==> src/rtl/subservient_dbg_pkg.sv <==
// subservient_dbg_pkg
//   Shared definitions for the subservient debug host:
//   command opcodes, response codes, the FSM state type and small
//   helper functions used to decode opcodes.
//   Optional feature macro used by the host: SUBSERVIENT_DBG_TIMEOUT_EN.
package subservient_dbg_pkg;

  localparam int unsigned WORD_W = 32;

  localparam logic [7:0] OP_WR  = 8'h57;  // 'W' + adr[4] + dat[4]
  localparam logic [7:0] OP_RD  = 8'h52;  // 'R' + adr[4]
  localparam logic [7:0] OP_DBG = 8'h44;  // 'D' + 1 byte

  localparam logic [7:0] RSP_ACK = 8'h06;
  localparam logic [7:0] RSP_NAK = 8'h15;
  localparam logic [7:0] RSP_TMO = 8'hEE;

  typedef enum logic [1:0] {
    IDLE = 2'd0,
    ARGS = 2'd1,
    BUS  = 2'd2,
    RESP = 2'd3
  } state_e;

  // Opcode is one the host knows how to execute.
  function automatic logic op_known(input logic [7:0] op);
    logic known;
    case (op)
      OP_WR, OP_RD, OP_DBG: known = 1'b1;
      default:              known = 1'b0;
    endcase
    return known;
  endfunction

  // Index of the last argument byte for an opcode (8, 4 or 1 bytes).
  function automatic logic [2:0] args_last(input logic [7:0] op);
    logic [2:0] last;
    case (op)
      OP_WR:   last = 3'd7;
      OP_RD:   last = 3'd3;
      default: last = 3'd0;
    endcase
    return last;
  endfunction

endpackage

==> src/rtl/subservient_dbg_host_resp.sv <==
// subservient_dbg_resp
//   Response serializer. A load captures a 32-bit word and a length flag
//   (1 byte or 4 bytes); bytes leave LSB first on a valid/ready stream.
//   o_done pulses for one cycle after the last byte handshake.
// Ports
//   i_clk, i_rst_n   clock, asynchronous active-low reset
//   i_load           load i_word/i_four (valid rises on the next cycle)
//   i_word           word to send
//   i_four           1: send four bytes, 0: send only i_word[7:0]
//   o_data/o_valid   response byte stream
//   i_ready          downstream ready
//   o_done           one-cycle pulse after the final byte was consumed
module subservient_dbg_resp
  import subservient_dbg_pkg::*;
(
  input  logic              i_clk,
  input  logic              i_rst_n,
  input  logic              i_load,
  input  logic [WORD_W-1:0] i_word,
  input  logic              i_four,
  output logic [7:0]        o_data,
  output logic              o_valid,
  input  logic              i_ready,
  output logic              o_done
);

  logic [WORD_W-1:0] shreg_q, shreg_d;
  logic [1:0]        left_q, left_d;   // bytes remaining after the current one
  logic              valid_q, valid_d;
  logic              done_q, done_d;

  // Next-state logic for the shift register and handshake tracking.
  always_comb begin
    shreg_d = shreg_q;
    left_d  = left_q;
    valid_d = valid_q;
    done_d  = 1'b0;
    if (i_load) begin
      shreg_d = i_word;
      left_d  = i_four ? 2'd3 : 2'd0;
      valid_d = 1'b1;
    end else if (valid_q && i_ready) begin
      if (left_q == 2'd0) begin
        valid_d = 1'b0;
        done_d  = 1'b1;
      end else begin
        shreg_d = {8'h00, shreg_q[WORD_W-1:8]};
        left_d  = left_q - 2'd1;
      end
    end else begin
      shreg_d = shreg_q;
      left_d  = left_q;
    end
  end

  // Serializer registers.
  always_ff @(posedge i_clk or negedge i_rst_n) begin
    if (!i_rst_n) begin
      shreg_q <= {WORD_W{1'b0}};
      left_q  <= 2'd0;
      valid_q <= 1'b0;
      done_q  <= 1'b0;
    end else begin
      shreg_q <= shreg_d;
      left_q  <= left_d;
      valid_q <= valid_d;
      done_q  <= done_d;
    end
  end

  assign o_data  = shreg_q[7:0];
  assign o_valid = valid_q;
  assign o_done  = done_q;

endmodule

==> src/rtl/subservient_dbg_host.sv <==
// subservient_dbg_host
//   Byte-stream to Wishbone debug initiator for the subservient core.
//   Commands (little-endian fields):
//     'W' adr[4] dat[4] -> 32-bit write, reply 0x06
//     'R' adr[4]        -> 32-bit read, reply rdt LSB first
//     'D' b             -> debug_mode <= b[0], reply 0x06
//     other             -> reply 0x15, no argument bytes consumed
//   W/R while debug_mode=0 consume their payload and reply 0x15 without
//   touching the bus.
//   Optional feature: define SUBSERVIENT_DBG_TIMEOUT_EN to abort a bus
//   access after TIMEOUT cycles without ack (reply 0xEE).
// Ports
//   i_clk, i_rst_n             clock, asynchronous active-low reset
//   i_rx_data/valid, o_rx_ready   command byte stream in
//   o_tx_data/valid, i_tx_ready   response byte stream out
//   o_debug_mode               to core i_debug_mode
//   o_wb_dbg_*                 Wishbone initiator outputs (classic, single beat)
//   i_wb_dbg_rdt, i_wb_dbg_ack Wishbone read data and acknowledge
module subservient_dbg_host
  import subservient_dbg_pkg::*;
#(
  parameter int unsigned TIMEOUT = 1023
) (
  input  logic        i_clk,
  input  logic        i_rst_n,
  input  logic [7:0]  i_rx_data,
  input  logic        i_rx_valid,
  output logic        o_rx_ready,
  output logic [7:0]  o_tx_data,
  output logic        o_tx_valid,
  input  logic        i_tx_ready,
  output logic        o_debug_mode,
  output logic [31:0] o_wb_dbg_adr,
  output logic [31:0] o_wb_dbg_dat,
  output logic [3:0]  o_wb_dbg_sel,
  output logic        o_wb_dbg_we,
  output logic        o_wb_dbg_stb,
  input  logic [31:0] i_wb_dbg_rdt,
  input  logic        i_wb_dbg_ack
);

  localparam int unsigned TO_W = $clog2(TIMEOUT + 1);

  state_e      state_q, state_d;
  logic [7:0]  op_q, op_d;
  logic [2:0]  cnt_q, cnt_d;
  logic [31:0] adr_q, adr_d;
  logic [31:0] dat_q, dat_d;
  logic        we_q, we_d;
  logic        stb_q, stb_d;
  logic [3:0]  sel_q, sel_d;
  logic        dbg_q, dbg_d;
  logic        rx_ready_q, rx_ready_d;
  logic [31:0] rsp_word_q, rsp_word_d;
  logic        rsp_four_q, rsp_four_d;
  logic        rsp_started_q, rsp_started_d;

  logic        rx_accept_s;
  logic        args_done_s;
  logic        rsp_load_s;
  logic        rsp_done_s;
  logic        tmo_hit_s;

  assign rx_accept_s = i_rx_valid && rx_ready_q;
  assign args_done_s = rx_accept_s && (cnt_q == args_last(op_q));
  // Load the serializer in the first RESP cycle so valid rises one cycle later.
  assign rsp_load_s  = (state_q == RESP) && !rsp_started_q;

`ifdef SUBSERVIENT_DBG_TIMEOUT_EN
  logic [TO_W-1:0] tmo_cnt_q, tmo_cnt_d;

  // Fires in the last allowed strobe cycle so stb is high exactly TIMEOUT cycles.
  assign tmo_hit_s = stb_q && (tmo_cnt_q == TO_W'(TIMEOUT - 1));

  // Strobe-age counter; held at zero outside BUS so it starts cleared.
  always_comb begin
    tmo_cnt_d = tmo_cnt_q;
    if (state_q != BUS) begin
      tmo_cnt_d = {TO_W{1'b0}};
    end else if (stb_q) begin
      tmo_cnt_d = tmo_cnt_q + TO_W'(1);
    end else begin
      tmo_cnt_d = tmo_cnt_q;
    end
  end

  // Timeout counter register.
  always_ff @(posedge i_clk or negedge i_rst_n) begin
    if (!i_rst_n) begin
      tmo_cnt_q <= {TO_W{1'b0}};
    end else begin
      tmo_cnt_q <= tmo_cnt_d;
    end
  end
`else
  logic [TO_W-1:0] unused_timeout_s;

  assign tmo_hit_s        = 1'b0;
  assign unused_timeout_s = TO_W'(TIMEOUT);
`endif

  // State register.
  always_ff @(posedge i_clk or negedge i_rst_n) begin
    if (!i_rst_n) begin
      state_q <= IDLE;
    end else begin
      state_q <= state_d;
    end
  end

  // Next-state logic.
  always_comb begin
    state_d = state_q;
    case (state_q)
      IDLE: begin
        if (rx_accept_s) begin
          state_d = op_known(i_rx_data) ? ARGS : RESP;
        end else begin
          state_d = IDLE;
        end
      end
      ARGS: begin
        if (args_done_s) begin
          if (op_q == OP_DBG) begin
            state_d = RESP;
          end else if (dbg_q) begin
            state_d = BUS;
          end else begin
            state_d = RESP;
          end
        end else begin
          state_d = ARGS;
        end
      end
      BUS: begin
        if (i_wb_dbg_ack || tmo_hit_s) begin
          state_d = RESP;
        end else begin
          state_d = BUS;
        end
      end
      RESP: begin
        if (rsp_done_s) begin
          state_d = IDLE;
        end else begin
          state_d = RESP;
        end
      end
      default: state_d = IDLE;
    endcase
  end

  // Output and datapath next values per state.
  always_comb begin
    op_d          = op_q;
    cnt_d         = cnt_q;
    adr_d         = adr_q;
    dat_d         = dat_q;
    we_d          = we_q;
    stb_d         = stb_q;
    sel_d         = sel_q;
    dbg_d         = dbg_q;
    rsp_word_d    = rsp_word_q;
    rsp_four_d    = rsp_four_q;
    rsp_started_d = rsp_started_q;
    rx_ready_d    = (state_d == IDLE) || (state_d == ARGS);
    case (state_q)
      IDLE: begin
        if (rx_accept_s) begin
          op_d  = i_rx_data;
          cnt_d = 3'd0;
          if (!op_known(i_rx_data)) begin
            rsp_word_d = {24'h000000, RSP_NAK};
            rsp_four_d = 1'b0;
          end else begin
            rsp_word_d = rsp_word_q;
          end
        end else begin
          op_d = op_q;
        end
      end
      ARGS: begin
        if (rx_accept_s) begin
          cnt_d = cnt_q + 3'd1;
          // Bytes 0-3 fill the address, 4-7 the write data.
          if (op_q == OP_DBG) begin
            dbg_d = i_rx_data[0];
          end else if (cnt_q[2]) begin
            dat_d[{cnt_q[1:0], 3'b000} +: 8] = i_rx_data;
          end else begin
            adr_d[{cnt_q[1:0], 3'b000} +: 8] = i_rx_data;
          end
          if (args_done_s) begin
            rsp_four_d = 1'b0;
            if (op_q == OP_DBG) begin
              rsp_word_d = {24'h000000, RSP_ACK};
            end else if (dbg_q) begin
              stb_d = 1'b1;
              we_d  = (op_q == OP_WR);
              sel_d = 4'hF;
            end else begin
              rsp_word_d = {24'h000000, RSP_NAK};
            end
          end else begin
            rsp_four_d = rsp_four_q;
          end
        end else begin
          cnt_d = cnt_q;
        end
      end
      BUS: begin
        if (i_wb_dbg_ack) begin
          stb_d      = 1'b0;
          rsp_word_d = we_q ? {24'h000000, RSP_ACK} : i_wb_dbg_rdt;
          rsp_four_d = !we_q;
        end else if (tmo_hit_s) begin
          stb_d      = 1'b0;
          rsp_word_d = {24'h000000, RSP_TMO};
          rsp_four_d = 1'b0;
        end else begin
          stb_d = stb_q;
        end
      end
      RESP: begin
        if (rsp_done_s) begin
          rsp_started_d = 1'b0;
        end else if (rsp_load_s) begin
          rsp_started_d = 1'b1;
        end else begin
          rsp_started_d = rsp_started_q;
        end
      end
      default: begin
        stb_d = 1'b0;
      end
    endcase
  end

  // Datapath and output registers.
  always_ff @(posedge i_clk or negedge i_rst_n) begin
    if (!i_rst_n) begin
      op_q          <= 8'h00;
      cnt_q         <= 3'd0;
      adr_q         <= 32'h00000000;
      dat_q         <= 32'h00000000;
      we_q          <= 1'b0;
      stb_q         <= 1'b0;
      sel_q         <= 4'h0;
      dbg_q         <= 1'b0;
      rx_ready_q    <= 1'b0;
      rsp_word_q    <= 32'h00000000;
      rsp_four_q    <= 1'b0;
      rsp_started_q <= 1'b0;
    end else begin
      op_q          <= op_d;
      cnt_q         <= cnt_d;
      adr_q         <= adr_d;
      dat_q         <= dat_d;
      we_q          <= we_d;
      stb_q         <= stb_d;
      sel_q         <= sel_d;
      dbg_q         <= dbg_d;
      rx_ready_q    <= rx_ready_d;
      rsp_word_q    <= rsp_word_d;
      rsp_four_q    <= rsp_four_d;
      rsp_started_q <= rsp_started_d;
    end
  end

  subservient_dbg_resp u_resp (
    .i_clk   (i_clk),
    .i_rst_n (i_rst_n),
    .i_load  (rsp_load_s),
    .i_word  (rsp_word_q),
    .i_four  (rsp_four_q),
    .o_data  (o_tx_data),
    .o_valid (o_tx_valid),
    .i_ready (i_tx_ready),
    .o_done  (rsp_done_s)
  );

  assign o_rx_ready   = rx_ready_q;
  assign o_debug_mode = dbg_q;
  assign o_wb_dbg_adr = adr_q;
  assign o_wb_dbg_dat = dat_q;
  assign o_wb_dbg_sel = sel_q;
  assign o_wb_dbg_we  = we_q;
  assign o_wb_dbg_stb = stb_q;

endmodule

==> config.mk <==
export PLATFORM = sky130hd
export DESIGN_NAME = subservient_dbg_host
export DESIGN_NICKNAME = d
export VERILOG_FILES = /design/src/rtl/subservient_dbg_pkg.sv /design/src/rtl/subservient_dbg_host_resp.sv /design/src/rtl/subservient_dbg_host.sv
export SDC_FILE = /design/constraint.sdc
export NUM_CORES = 1
export LEC_CHECK = 0
export ABC_CLOCK_PERIOD_IN_PS = 2500
export BUFFER_PORTS_ARGS = -buffer_cell sky130_fd_sc_hd__buf_2
export CORE_ASPECT_RATIO = 1.4
export CORE_MARGIN = 5
export CORE_UTILIZATION = 35
export CTS_BUF_LIST = sky130_fd_sc_hd__clkbuf_8
export DETAILED_ROUTE_END_ITERATION = 10
export HOLD_SLACK_MARGIN = 0.05
export PLACE_DENSITY = 0.65
export SLEW_MARGIN = 25
export SYNTH_ARGS = -nofsm -noshare
export SYNTH_HDL_FRONTEND = slang
export SYNTH_SLANG_ARGS = --single-unit
==> constraint.sdc <==
create_clock -name i_clk -period 2.5 [get_ports i_clk]
set_input_delay 0.5 -clock i_clk [delete_from_list [all_inputs] [get_ports i_clk]]
set_output_delay 0.5 -clock i_clk [all_outputs]
set_load 0.02 [all_outputs]
# After elaboration in Yosys (flattened, before gate mapping)
# Index checks and enable logic that the tools add are counted.
[totals]
register_bits = 152
in_bits = 45
output_inout_bits = 81
word_cells = 126
[classes]
addsub = 3
eq_ne = 20
n_shift = 2
n_mux = 53
bitwise_logic = 2
reduce_logical = 29
[op_table]
columns = ["operator", "count"]
rows = [
  ["2-to-1 mux 32 bit", 11],
  ["case mux 32 bit (3 select lines)", 1],
  ["bitwise mux 32 bit", 2],
  ["equality test 8 x 7 -> 1 bit (second input constant)", 6],
  ["variable shift 8 x 7 -> 32 bit (first input constant)", 1],
  ["variable part select 8 x 7 -> 32 bit", 1],
  ["2-to-1 mux 1 bit", 24],
  ["2-to-1 mux 2 bit", 8],
  ["inequality test 2 bit (second input constant)", 8],
  ["case mux 3 bit (2 select lines)", 2],
  ["AND reduction 6 bit", 2],
  ["nonzero test 2 bit", 5],
  ["case mux 2 bit (4 select lines)", 1],
  ["AND reduction 2 bit", 4],
  ["AND reduction 4 bit", 2],
  ["negator 5 -> 7 bit", 1],
  ["AND reduction 7 bit", 1],
  ["zero test 2 bit", 3],
  ["2-to-1 mux 3 bit", 2],
  ["AND reduction 3 bit", 2],
  ["AND reduction 5 bit", 1],
  ["equality test 2 x 1 -> 1 bit (second input constant)", 2],
  ["equality test 2 bit (second input constant)", 2],
  ["logical AND 1 bit", 4],
  ["11 further kinds", 13],
]

# Depth between registers and ports, before layout
[depth]
ltp_word = 10
ltp_mapped = 9
depth_no_buf = 7

# Cells and area by module
# A second synthesis with hierarchy kept.
[unflattened]
hier_cells = 676
area_unflattened_um2 = 6954.2
[modules_own_cells]
columns = ["mod", "instances", "cells_per_inst", "area_per_inst_um2", "seq_area_each_um2"]
rows = [
  ["subservient_dbg_host", 1, 485, 5051.1, 2902.8],
  ["subservient_dbg_resp", 1, 191, 1903.1, 900.9],
]

# Worst setup path before layout
# No wires, ideal clock.
[synth_path]
path_kind = "input -> register"
from = "in i_rx_data[1]"
to = "reg rsp_word_q[10]"
setup_ps = 125
arrival_time_ps = 2025
slack_ps = 350
stages = 8
path_cell_list = "buf_2 or4b_1 nand3_1 a21oi_1 o22ai_2 a21o_4 buf_12 mux2_4"
[synth_via]
elab_chain_len = 7
elab_cells_between_ends = 9
[synth_rtl]
columns = ["item", "line_no", "text"]
rows = [
  ["start: declaration", "subservient_dbg_host.sv:26", "input logic [7:0] i_rx_data,"],
  ["equality test 8 x 7 -> 1 bit", "subservient_dbg_pkg.sv:28", "case (op)"],
  ["OR reduction 3 bit (*)", "subservient_dbg_pkg.sv:28", ""],
  ["2-to-1 mux 1 bit (*)", "subservient_dbg_pkg.sv:28", ""],
  ["2-to-1 mux 1 bit (*)", "subservient_dbg_host.sv:169", "if (rx_accept_s) begin"],
  ["2-to-1 mux 1 bit (*)", "subservient_dbg_host.sv:167", "case (state_q)"],
  ["inequality test 2 bit (no line) (*)", "-", ""],
  ["AND reduction 7 bit (no line) (*)", "-", ""],
  ["end signal: assignment", "subservient_dbg_host.sv:264", "rsp_word_q <= rsp_word_d;"],
  ["end: declaration", "subservient_dbg_host.sv:54", "logic [31:0] rsp_word_q, rsp_word_d;"],
]
# Every way passes the cells marked *; elsewhere a longest branch is shown, timed or not. The select of a mux whose other input is x is not followed.
# A chain may end at the register's enable or synchronous reset.

# Worst setup path after layout
[layout_path]
from = "reg op_q[0]"
to = "reg rsp_word_q[26]"
[layout_via]
elab_chain_len = 6
elab_cells_between_ends = 13
[layout_rtl]
columns = ["item", "line_no", "text"]
rows = [
  ["start: declaration", "subservient_dbg_host.sv:45", "logic [7:0] op_q, op_d;"],
  ["start signal: assignment", "subservient_dbg_host.sv:255", "op_q <= op_d;"],
  ["equality test 8 x 7 -> 1 bit", "subservient_dbg_pkg.sv:38", "case (op)"],
  ["case mux 3 bit (2 select lines)", "subservient_dbg_pkg.sv:38", ""],
  ["equality test 3 bit", "subservient_dbg_host.sv:65", "assign args_done_s = rx_accept_s && (cnt_q == args_last(op_q));"],
  ["logical AND 1 bit", "subservient_dbg_host.sv:65", ""],
  ["inequality test 2 bit (no line)", "-", ""],
  ["AND reduction 7 bit (no line)", "-", ""],
]
# Several ways; a longest one is shown, not always the timed one. The select of a mux whose other input is x is not followed.

==> flow_summary.json <==
{
  "period_share_pct": 85.1,
  "busiest_layer": "met2",
  "rrSetupSlack_ns": 0.37,
  "syn_avg_cell_area_um2": 10.3,
  "setup_violations": 0,
  "numPortBuffers": 125,
  "max_freq_mhz": 470,
  "grt_max_degree": 68,
  "fillers": 1920,
  "worst_slack_ns": 0.371,
  "cp.required_ns": 2.83,
  "drv_slew": 0,
  "wl_per_cell_um": 16.1,
  "cts.root.buffer_cell": "clkbuf_8",
  "synth-simple-area-share_pct": 15.7,
  "diodes": 0,
  "async_reset_ff_share_pct": 100,
  "yosysWarnings": 0,
  "drive_gt1_share_pct": 28.5,
  "path_max_fanout": 10,
  "yosysSeqAreaShare_pct": 54.5,
  "critPathTopFamily": "simple AND/OR/NAND/NOR gates",
  "dieArea_um2": 22900,
  "cts_setup_buffers": 0,
  "status": "completed",
  "synth_top_area_cell": "dfrtp_1",
  "cp-start-kind": "flip-flop",
  "max-vdd-ir-drop_mv": 0.623,
  "final_util_pct": 41.9,
  "fp.dieW_um": 129,
  "rsz0062_at_grt": "no",
  "grt_pass1_wl_um": 28300,
  "period_needed_ns": 2.13,
  "ios": 126,
  "grt_pass1_vias": 5376,
  "die_h_um": 177,
  "gp_congestion": 0.792,
  "grt_use_met2_pct": 27.7,
  "pre_cts_ws_ns": 0.110,
  "overflow": 0,
  "hp-start": "i_wb_dbg_rdt[31]",
  "worstSkewPairLatency_ns": 0.45,
  "numCtsBuffers": 17,
  "cts.sinks": 152,
  "rows": 61,
  "worst-path-buf-inv": 1,
  "drtIter0Drc": 269,
  "vias": 5018,
  "synth_compound_area_share_pct": 9.66,
  "synth-xor-area-share_pct": 0.251,
  "cp_slowest_cell": "dfrtp_1",
  "cts_resized": 0,
  "synth_area_leaders": "dfrtp_1 54%, nand2_1 7.2%, mux2_4 5.8%",
  "ant_nets": 0,
  "yosys.area.top_type_share_pct": 54.5,
  "layout.nets": 850,
  "post-route-drc-count": 0,
  "cts_tree": "done",
  "crit_chain": "nor4_1 > nand3_1 > nand2_1 > nand2_2 > a21o_4 > buf_12 > mux2_4",
  "finalNonFillerCells": 1059,
  "synth-edff-count": 0,
  "core-area_um2": 19800,
  "cts_hold_buffers": 1,
  "cp-startpoint": "op_q[0]$_DFFE_PN0P_",
  "htree_levels": 4,
  "via_per_inst": 4.74,
  "clk_transition_reported_paths_ns": 0.08,
  "cp.arrival_ns": 2.46,
  "area_growth_pct": 18.8,
  "synth_top_family_by_area": "simple AND/OR/NAND/NOR gates",
  "synth.ff_latch_count": 152,
  "cts_buffer_depth": 2,
  "r2r_start": "op_q[0]$_DFFE_PN0P_",
  "synthCells": 679,
  "crit_type": "flip-flop to flip-flop",
  "dp.cells": 1026,
  "setup_tns_ns": 0,
  "hp-class": "primary input to flip-flop",
  "antenna_found_initial": 2,
  "crit_path_end_kind": "flip-flop",
  "synth_cell_type_count": 51,
  "finalHoldViolCount": 0,
  "synth_nets": 735,
  "grtUsageMet3_pct": 4.41,
  "worst_path_largest_cell_delay_ns": 0.42,
  "drt_first_pass_iters": 4,
  "power-per-cell-area_nw_per_um2": 1060,
  "drv_cap": 0,
  "total_power_mw": 8.80,
  "fin_worst_skew_ns": 0.0140,
  "synth-adder-area-share_pct": 1.97,
  "regArea_um2": 3800,
  "synth_top_flop_cell": "dfrtp_1",
  "p_leak_nw": 4.28,
  "multi_input_area_um2": 2740,
  "synth_most_common_cell": "dfrtp_1",
  "synth_mux_area_share_pct": 11.5,
  "relSlewSlack_pct": 62.3,
  "tightest_slew_ns": 0.566,
  "grt_usage_pct": 15.7,
  "grtUsageMet1_pct": 18.4,
  "synth_common_cells": "152 x dfrtp_1, 134 x nand2_1, 80 x o21ai_0, 37 x inv_1, 34 x clkbuf_1",
  "routed_wl_um": 17100,
  "start_util_pct": 35.3,
  "synth_area_um2": 6980,
  "dp_hpwl_um": 12600
}
worst paths after layout:
check                                               end  depth (start not counted)
min in group asynchronous   o_wb_dbg_adr[4]$_DFFE_PN0P_                          2
hold / removal               rsp_word_q[31]$_DFFE_PN0P_                          3
setup / recovery             rsp_word_q[26]$_DFFE_PN0P_                          7
hold reg to reg             o_wb_dbg_dat[0]$_DFFE_PN0P_                          2
setup reg to reg             rsp_word_q[26]$_DFFE_PN0P_                          7
max in group asynchronous  o_wb_dbg_adr[26]$_DFFE_PN0P_                          3
cell families (layout without fill, tap and decap cells):
family / Yosys count / in the layout
AND/OR/NAND/NOR: 232 / 232
multiplexers: 65 / 65
buffers and inverters: 94 / 222
adder cells (fa/ha/maj): 11 / 11
XOR/XNOR: 2 / 2
AO/OA/AOI/OAI: 123 / 123
flip-flops: 152 / 152
layer usage:
metal / vias to the layer above / routed length, um
li1: 2508 / -
met1: 2360 / 6940
met2: 115 / 8930
met3: 31 / 835
met4: 4 / 351
met5: - / 23
placed cells by master, fill, tap and decap left out, types with 6 or more instances in the layout:
cell type  synthesis  layout
nand2_1          134     134
and3_1            29      29
ha_1              11      11
a21oi_1            6       6
o21ai_1           25      25
mux2_4            27      27
mux2_2             9       9
nor2_1             7       7
mux2i_1           26      26
nand3_1           33      33
inv_1             37      37
dfrtp_1          152     152
inv_6              0       7
o21ai_0           80      80
buf_2              4     124
buf_4             11      22
clkbuf_8           0      18
flip-flops by register name (all words and copies together), names as in the netlist, 2 cells and up:
| signal | count |
|---|---|
| op_q | 8 |
| u_resp.left_q | 2 |
| cnt_q | 3 |
| o_wb_dbg_dat | 32 |
| u_resp.shreg_q | 32 |
| o_wb_dbg_adr | 32 |
| state_q | 2 |
| rsp_word_q | 32 |
cell type report:
cell class	count	share of cell area (%)
sequential	152	45.9
tap	252	3.80
inverter	37	1.68
multi-input combinational	433	33.1
timing repair buffer	153	10.9
clock inverter	14	1.65
clock buffer	18	2.99
metrics by stage:
step	instance area, um2	hold WS [ns]
2_1_floorplan	6980	0.204
3_3_place_gp	7900	0.416
3_5_place_dp	7900	0.417
4_1_cts	8290	0.255
5_1_grt	8290	0.279
6_report	8290	0.290
power breakdown:
part | internal, mW | total [mW] | switching [mW]
combinational | 1.56 | 3.53 | 1.97
clock | 0.840 | 1.84 | 0.999
sequential | 3.05 | 3.43 | 0.386
worst register-to-register path, cell delays in order (launching register included):
cell,delay (ns)
dfrtp_1,0.42
nor4_1,0.28
nand3_1,0.28
nand2_1,0.22
nand2_2,0.07
a21o_4,0.28
buf_12,0.17
mux2_4,0.29
No activity file was read; power rests on OpenSTA's default activity.
